`src/rtl/cordic_ci_ctrl_if.sv`:
```
// Nios II multi-cycle custom-instruction bus between the CPU and the cosine front end.
interface cordic_ci_ctrl_if;
    logic        clk_en;
    logic        start;
    logic [1:0]  n;
    logic [31:0] dataa;
    logic        done;
    logic [31:0] result;

    modport master (output clk_en, start, n, dataa, input done, result);
    modport slave  (input clk_en, start, n, dataa, output done, result);
endinterface

```
`src/rtl/cordic_ci_ctrl.sv`:
```
// Custom-instruction front end for the combinational cosine iterator.
// Optional macro CORDIC_CI_ZERO_SHORTCUT_EN: +/-0 angles return 1.0 without waiting.
module cordic_ci_ctrl #(
    parameter int SETTLE_CYCLES = 4,
    parameter int CNT_W         = 32
) (
    input  logic             clk,
    input  logic             reset_n,
    cordic_ci_ctrl_if.slave  ci,
    output logic [31:0]      core_angle,
    input  logic [31:0]      core_result
);
    typedef enum logic [1:0] {IDLE, WAIT, DONE} state_t;

    localparam logic [1:0]  OP_COS   = 2'd0;
    localparam logic [1:0]  OP_LAST  = 2'd1;
    localparam logic [1:0]  OP_COUNT = 2'd2;
    localparam logic [1:0]  OP_CLEAR = 2'd3;
    localparam logic [3:0]  WAIT_INIT = 4'(SETTLE_CYCLES - 1);
    localparam logic [31:0] FP_ONE    = 32'h3F80_0000;

    state_t             state_q, state_d;
    logic [3:0]         wait_q, wait_d;
    logic [31:0]        result_q, result_d;
    logic [31:0]        last_q, last_d;
    logic [31:0]        angle_q, angle_d;
    logic [CNT_W-1:0]   cnt_q, cnt_d;
    logic               done_q, done_d;
    logic [31:0]        cnt_word;
    logic               zero_angle;

    generate
        if (CNT_W >= 32) begin : g_cnt_trunc
            assign cnt_word = cnt_q[31:0];
        end else begin : g_cnt_ext
            assign cnt_word = {{(32-CNT_W){1'b0}}, cnt_q};
        end
    endgenerate

`ifdef CORDIC_CI_ZERO_SHORTCUT_EN
    assign zero_angle = (ci.dataa[30:0] == 31'd0);
`else
    assign zero_angle = 1'b0;
`endif

    always_comb begin
        state_d  = state_q;
        wait_d   = wait_q;
        result_d = result_q;
        last_d   = last_q;
        angle_d  = angle_q;
        cnt_d    = cnt_q;
        done_d   = 1'b0;
        case (state_q)
            IDLE: begin
                if (ci.start) begin
                    done_d  = 1'b1;
                    state_d = DONE;
                    case (ci.n)
                        OP_COS: begin
                            angle_d = ci.dataa;
                            if (zero_angle) begin
                                result_d = FP_ONE;
                                last_d   = FP_ONE;
                                cnt_d    = cnt_q + CNT_W'(1);
                            end else begin
                                // Iterator needs the settle window before its output is usable.
                                done_d  = 1'b0;
                                wait_d  = WAIT_INIT;
                                state_d = WAIT;
                            end
                        end
                        OP_LAST:  result_d = last_q;
                        OP_COUNT: result_d = cnt_word;
                        OP_CLEAR: begin
                            result_d = 32'd0;
                            last_d   = 32'd0;
                            cnt_d    = '0;
                        end
                        default: ;
                    endcase
                end
            end
            WAIT: begin
                if (wait_q != 4'd0) begin
                    wait_d = wait_q - 4'd1;
                end else begin
                    result_d = core_result;
                    last_d   = core_result;
                    cnt_d    = cnt_q + CNT_W'(1);
                    done_d   = 1'b1;
                    state_d  = DONE;
                end
            end
            DONE:    state_d = IDLE;
            default: state_d = IDLE;
        endcase
    end

    // clk_en low freezes everything, including the done pulse.
    always_ff @(posedge clk) begin
        if (!reset_n) begin
            state_q  <= IDLE;
            wait_q   <= 4'd0;
            result_q <= 32'd0;
            last_q   <= 32'd0;
            angle_q  <= 32'd0;
            cnt_q    <= '0;
            done_q   <= 1'b0;
        end else if (ci.clk_en) begin
            state_q  <= state_d;
            wait_q   <= wait_d;
            result_q <= result_d;
            last_q   <= last_d;
            angle_q  <= angle_d;
            cnt_q    <= cnt_d;
            done_q   <= done_d;
        end
    end

    assign ci.done    = done_q;
    assign ci.result  = result_q;
    assign core_angle = angle_q;
endmodule
```
`src/flat_wrapper.sv`:
```
// flat-port wrapper written by rule: the top's interface ports become plain ports
module cordic_ci_ctrl_flat 
#(
    parameter int SETTLE_CYCLES = 4,
    parameter int CNT_W         = 32
)
  (clk, reset_n, core_angle, core_result, ci_clk_en, ci_start, ci_n, ci_dataa, ci_done, ci_result);
  cordic_ci_ctrl_if ci_i ();
  input  logic clk;
  input  logic reset_n;
  output logic [31:0] core_angle;
  input  logic [31:0] core_result;
  input wire logic [$bits(ci_i.clk_en)-1:0] ci_clk_en;
  input wire logic [$bits(ci_i.start)-1:0] ci_start;
  input wire logic [$bits(ci_i.n)-1:0] ci_n;
  input wire logic [$bits(ci_i.dataa)-1:0] ci_dataa;
  output wire logic [$bits(ci_i.done)-1:0] ci_done;
  output wire logic [$bits(ci_i.result)-1:0] ci_result;
  assign ci_i.clk_en = ci_clk_en;
  assign ci_i.start = ci_start;
  assign ci_i.n = ci_n;
  assign ci_i.dataa = ci_dataa;
  assign ci_done = ci_i.done;
  assign ci_result = ci_i.result;
  cordic_ci_ctrl #(.SETTLE_CYCLES(SETTLE_CYCLES), .CNT_W(CNT_W)) u_core (.clk(clk), .reset_n(reset_n), .ci(ci_i), .core_angle(core_angle), .core_result(core_result));
endmodule
```
`config.mk`:
```
export PLATFORM = sky130hd
export DESIGN_NAME = cordic_ci_ctrl_flat
export DESIGN_NICKNAME = d
export VERILOG_FILES = /design/src/rtl/cordic_ci_ctrl_if.sv /design/src/rtl/cordic_ci_ctrl.sv /design/src/flat_wrapper.sv
export SDC_FILE = /design/constraint.sdc
export NUM_CORES = 1
export LEC_CHECK = 0
export CAP_MARGIN = 20
export CORE_ASPECT_RATIO = 0.7
export CORE_MARGIN = 5
export CORE_UTILIZATION = 50
export DETAILED_ROUTE_END_ITERATION = 12
export DONT_BUFFER_PORTS = 1
export PLACE_DENSITY = 0.69
export SLEW_MARGIN = 0
export SYNTH_ARGS = -nofsm -noshare
export SYNTH_HDL_FRONTEND = slang
export SYNTH_SLANG_ARGS = --single-unit
```
`constraint.sdc`:
```
create_clock -name clk -period 1.8 [get_ports clk]
set_input_delay 0.27 -clock clk [delete_from_list [all_inputs] [get_ports clk]]
set_output_delay 0.27 -clock clk [all_outputs]
set_load 0.02 [all_outputs]
```
==> out/qor.txt <==
outcome: finished with violations
failing checks: negative setup slack
Final period util: 1.109
crit start category: register
Routed Antenna Nets: 0
total routing usage reported by global routing: 0.2670
synth top area cells: dfxtp_1 41%, a21boi_0 11%, nand2_1 6.9%, nand3_1 5.8%, o2111ai_1 4.2%
Most Used Layer, Global Route: met2
Die Footprint: 0.01569 mm2
WP buf/inv: 4
slowest cell delay on critical path: 510 ps
Hold WC Path Type: primary input to register
post-route setup slack: -196.7 ps
Final Setup Violations: 44
sequential-to-total area share from yosys stat: 0.4079
via count of the first global-routing pass: 6480
Synth top area share: 0.4079
post-layout min period: 1997 ps
final routed wire length divided by cell count: 21.39 um
area delta synth->final: 31.31%
Final Max Tran Viols: 0
initial cell density of the core: 0.5078
Net Count, Synth: 872
Routed WL: 22030 um
Syn Inst Count: 799
CTS tree: yes
detailed placement HPWL: 12560 um
M3 GR Usage: 0.09672
Cell Area, Placed: 0.006960 mm2
leading area contributor after synthesis: dfxtp_1
layout cells sized above 1: 0.2199
first-pass GRT wire length: 33920 um
Via density: 6.426
Top FF cell, synth: dfxtp_1
Sink Count: 135
largest net degree at the start of global routing: 71
htree depth: 4
crit-path max FO: 8
Placer Congestion: 0.8777
worst vdd ir: 0.6490 mV
Worst-path clk slew: 60 ps
clk_lat worst skew: 420 ps
# IOs: 135
Worst Min Path Start: ci_dataa[16]
Global Route met1 Usage: 0.3260
crit path DAT: 2350 ps
post-place setup slack: -112.1 ps
EDFF count, synth: 0
FMAX: 500.8 MHz
CP most frequent cell: buf_12
synthesized area: 0.006626 mm2
Slew HR: 0.5570
ys async rst share: 0
TritonCTS Buffers: 17
overflow left after global routing: 0
Die Span X: 147.6 um
antenna cells: 0
CP top delay family: simple AND/OR/NAND/NOR gates
final instance area: 0.008701 mm2
Slew @ Worst Pin: 662.3 ps
top post-synthesis cells by count: 135 x dfxtp_1, 121 x nand2_1, 98 x a21boi_0
MaxCap Viol Count: 0
core area: 0.01305 mm2
Leakage: 3.077 nW
Power Total: 7.269 mW
Yosys reg bits: 135
Post-layout nets: 925
First-pass DRT Iterations: 5
Root Buffer: clkbuf_16
initial antenna violation count: 1
GR Layer Usage met2: 0.4367
Worst Skew: 9.060 ps
routed vias: 6619
worst-path cell chain: inv_2, ha_4, nor3b_2, buf_4, a32oi_4, buf_12, buf_12, or4_4, a21oi_2
Fillers: 966
cell row count: 35
DRC Markers: 0
critical path's slowest cell: or4_4
CP Capture Type: register
Worst Setup SP: u_core.wait_q[0]
PD cells: 835.5 mW/mm2
Final Hold Vio Count: 0
Required @ worst endpoint: 2160 ps
DRT iter0 DRCs: 614
WS Path Type: register to register
clock buffer depth: 2
cell with the most instances after synthesis: dfxtp_1
worst r2r src: u_core.wait_q[0]
RSZ-0062 raised after global routing: true
distinct cell type count after synthesis: 48
Hold WS: 3.445 ps
post-synthesis average cell area: 8.293 um2
I/O Buffers: 0
Synthesis Warnings: 0
die span in y: 106.3 um
==> logic make-up after synthesis <==
family / after synthesis / share of synthesized area
compound gates: 222 / 0.2321
xor+xnor: 1 / 0.001322
fa+ha+maj: 3 / 0.005665
buf+inv: 80 / 0.05476
flops: 135 / 0.4079
mux: 9 / 0.01360
simple gates: 349 / 0.2847
==> placed cells by master, fill, tap and decap left out, drive strengths merged, types with 2 or more instances in the layout <==
cell type / synthesis / layout
a21boi: 99 / 99
a21o: 2 / 2
a21oi: 25 / 25
and2: 3 / 3
and3: 10 / 10
and4: 7 / 7
buf: 24 / 79
bufinv: 0 / 2
clkbuf: 52 / 21
clkinv: 0 / 4
clkinvlp: 0 / 3
dfxtp: 135 / 135
dlygate4sd3: 0 / 29
ha: 3 / 3
inv: 4 / 6
mux2i: 9 / 9
nand2: 121 / 121
nand2b: 44 / 44
nand3: 78 / 78
nand3b: 32 / 32
nand4: 11 / 11
nor2: 2 / 2
nor3: 2 / 2
nor4: 9 / 9
o2111ai: 32 / 32
o21a: 3 / 3
o21ai: 44 / 44
o31ai: 13 / 13
or3: 9 / 9
or4: 14 / 14
==> what timing repair did <==
| action | in CTS | in global routing |
|---|---|---|
| resized for setup | 57 | 120 |
| pin swaps | 36 | 27 |
| hold buffers | 26 | 3 |
| hold endpoints to repair | 42 | 8 |
| setup buffers | 22 | 6 |
| setup endpoints to repair | 80 | 124 |
| cloned | 6 | 2 |
==> layout make-up <==
type | instances | area [um2] | area share
clock buffer | 20 | 456.7 | 0.05249
clock inverter | 11 | 123.9 | 0.01424
inverter | 4 | 15.01 | 0.001726
multi-input combinational | 584 | 3963 | 0.4554
sequential | 135 | 2719 | 0.3125
tap | 166 | 207.7 | 0.02387
timing repair buffer | 110 | 1216 | 0.1398
==> final timing paths <==
check,endpoint,slack [ps],depth (start not counted)
worst max-delay path,u_core.cnt_q[20],-200,9
worst min-delay path,u_core.core_angle[16],3,2
worst max register to register,u_core.cnt_q[20],-200,9
worst min register to register,u_core.last_q[1],450,2
==> power by group <==
group | switching [mW] | internal (mW)
combinational | 0.372 | 0.349
sequential | 0.0657 | 3.03
clock | 1.35 | 2.11
total | 1.78 | 5.48
==> through the flow <==
stage	utilization	std cells	TNS [ps]
floorplan	-	799	0
global route	0.6667	1030	-7009
global placement	0.5334	938	-1107
finish	0.6667	1030	-3222
CTS	0.6375	1023	-486.4
detailed placement	0.5334	938	-2092
==> state kept, by name, summed over array words and instances (netlist names) <==
signal / flops
u_core.last_q: 32
u_core.ci.done: 1
u_core.wait_q: 4
u_core.core_angle: 32
u_core.cnt_q: 32
u_core.ci.result: 32
u_core.state_q: 2
==> per-layer routing <==
metal	share of wire	up-vias
met5	0.00059	-
met4	0.017	2
met3	0.10	50
met2	0.48	328
met1	0.40	3227
li1	-	3012
No activity file was read; power rests on OpenSTA's default activity.
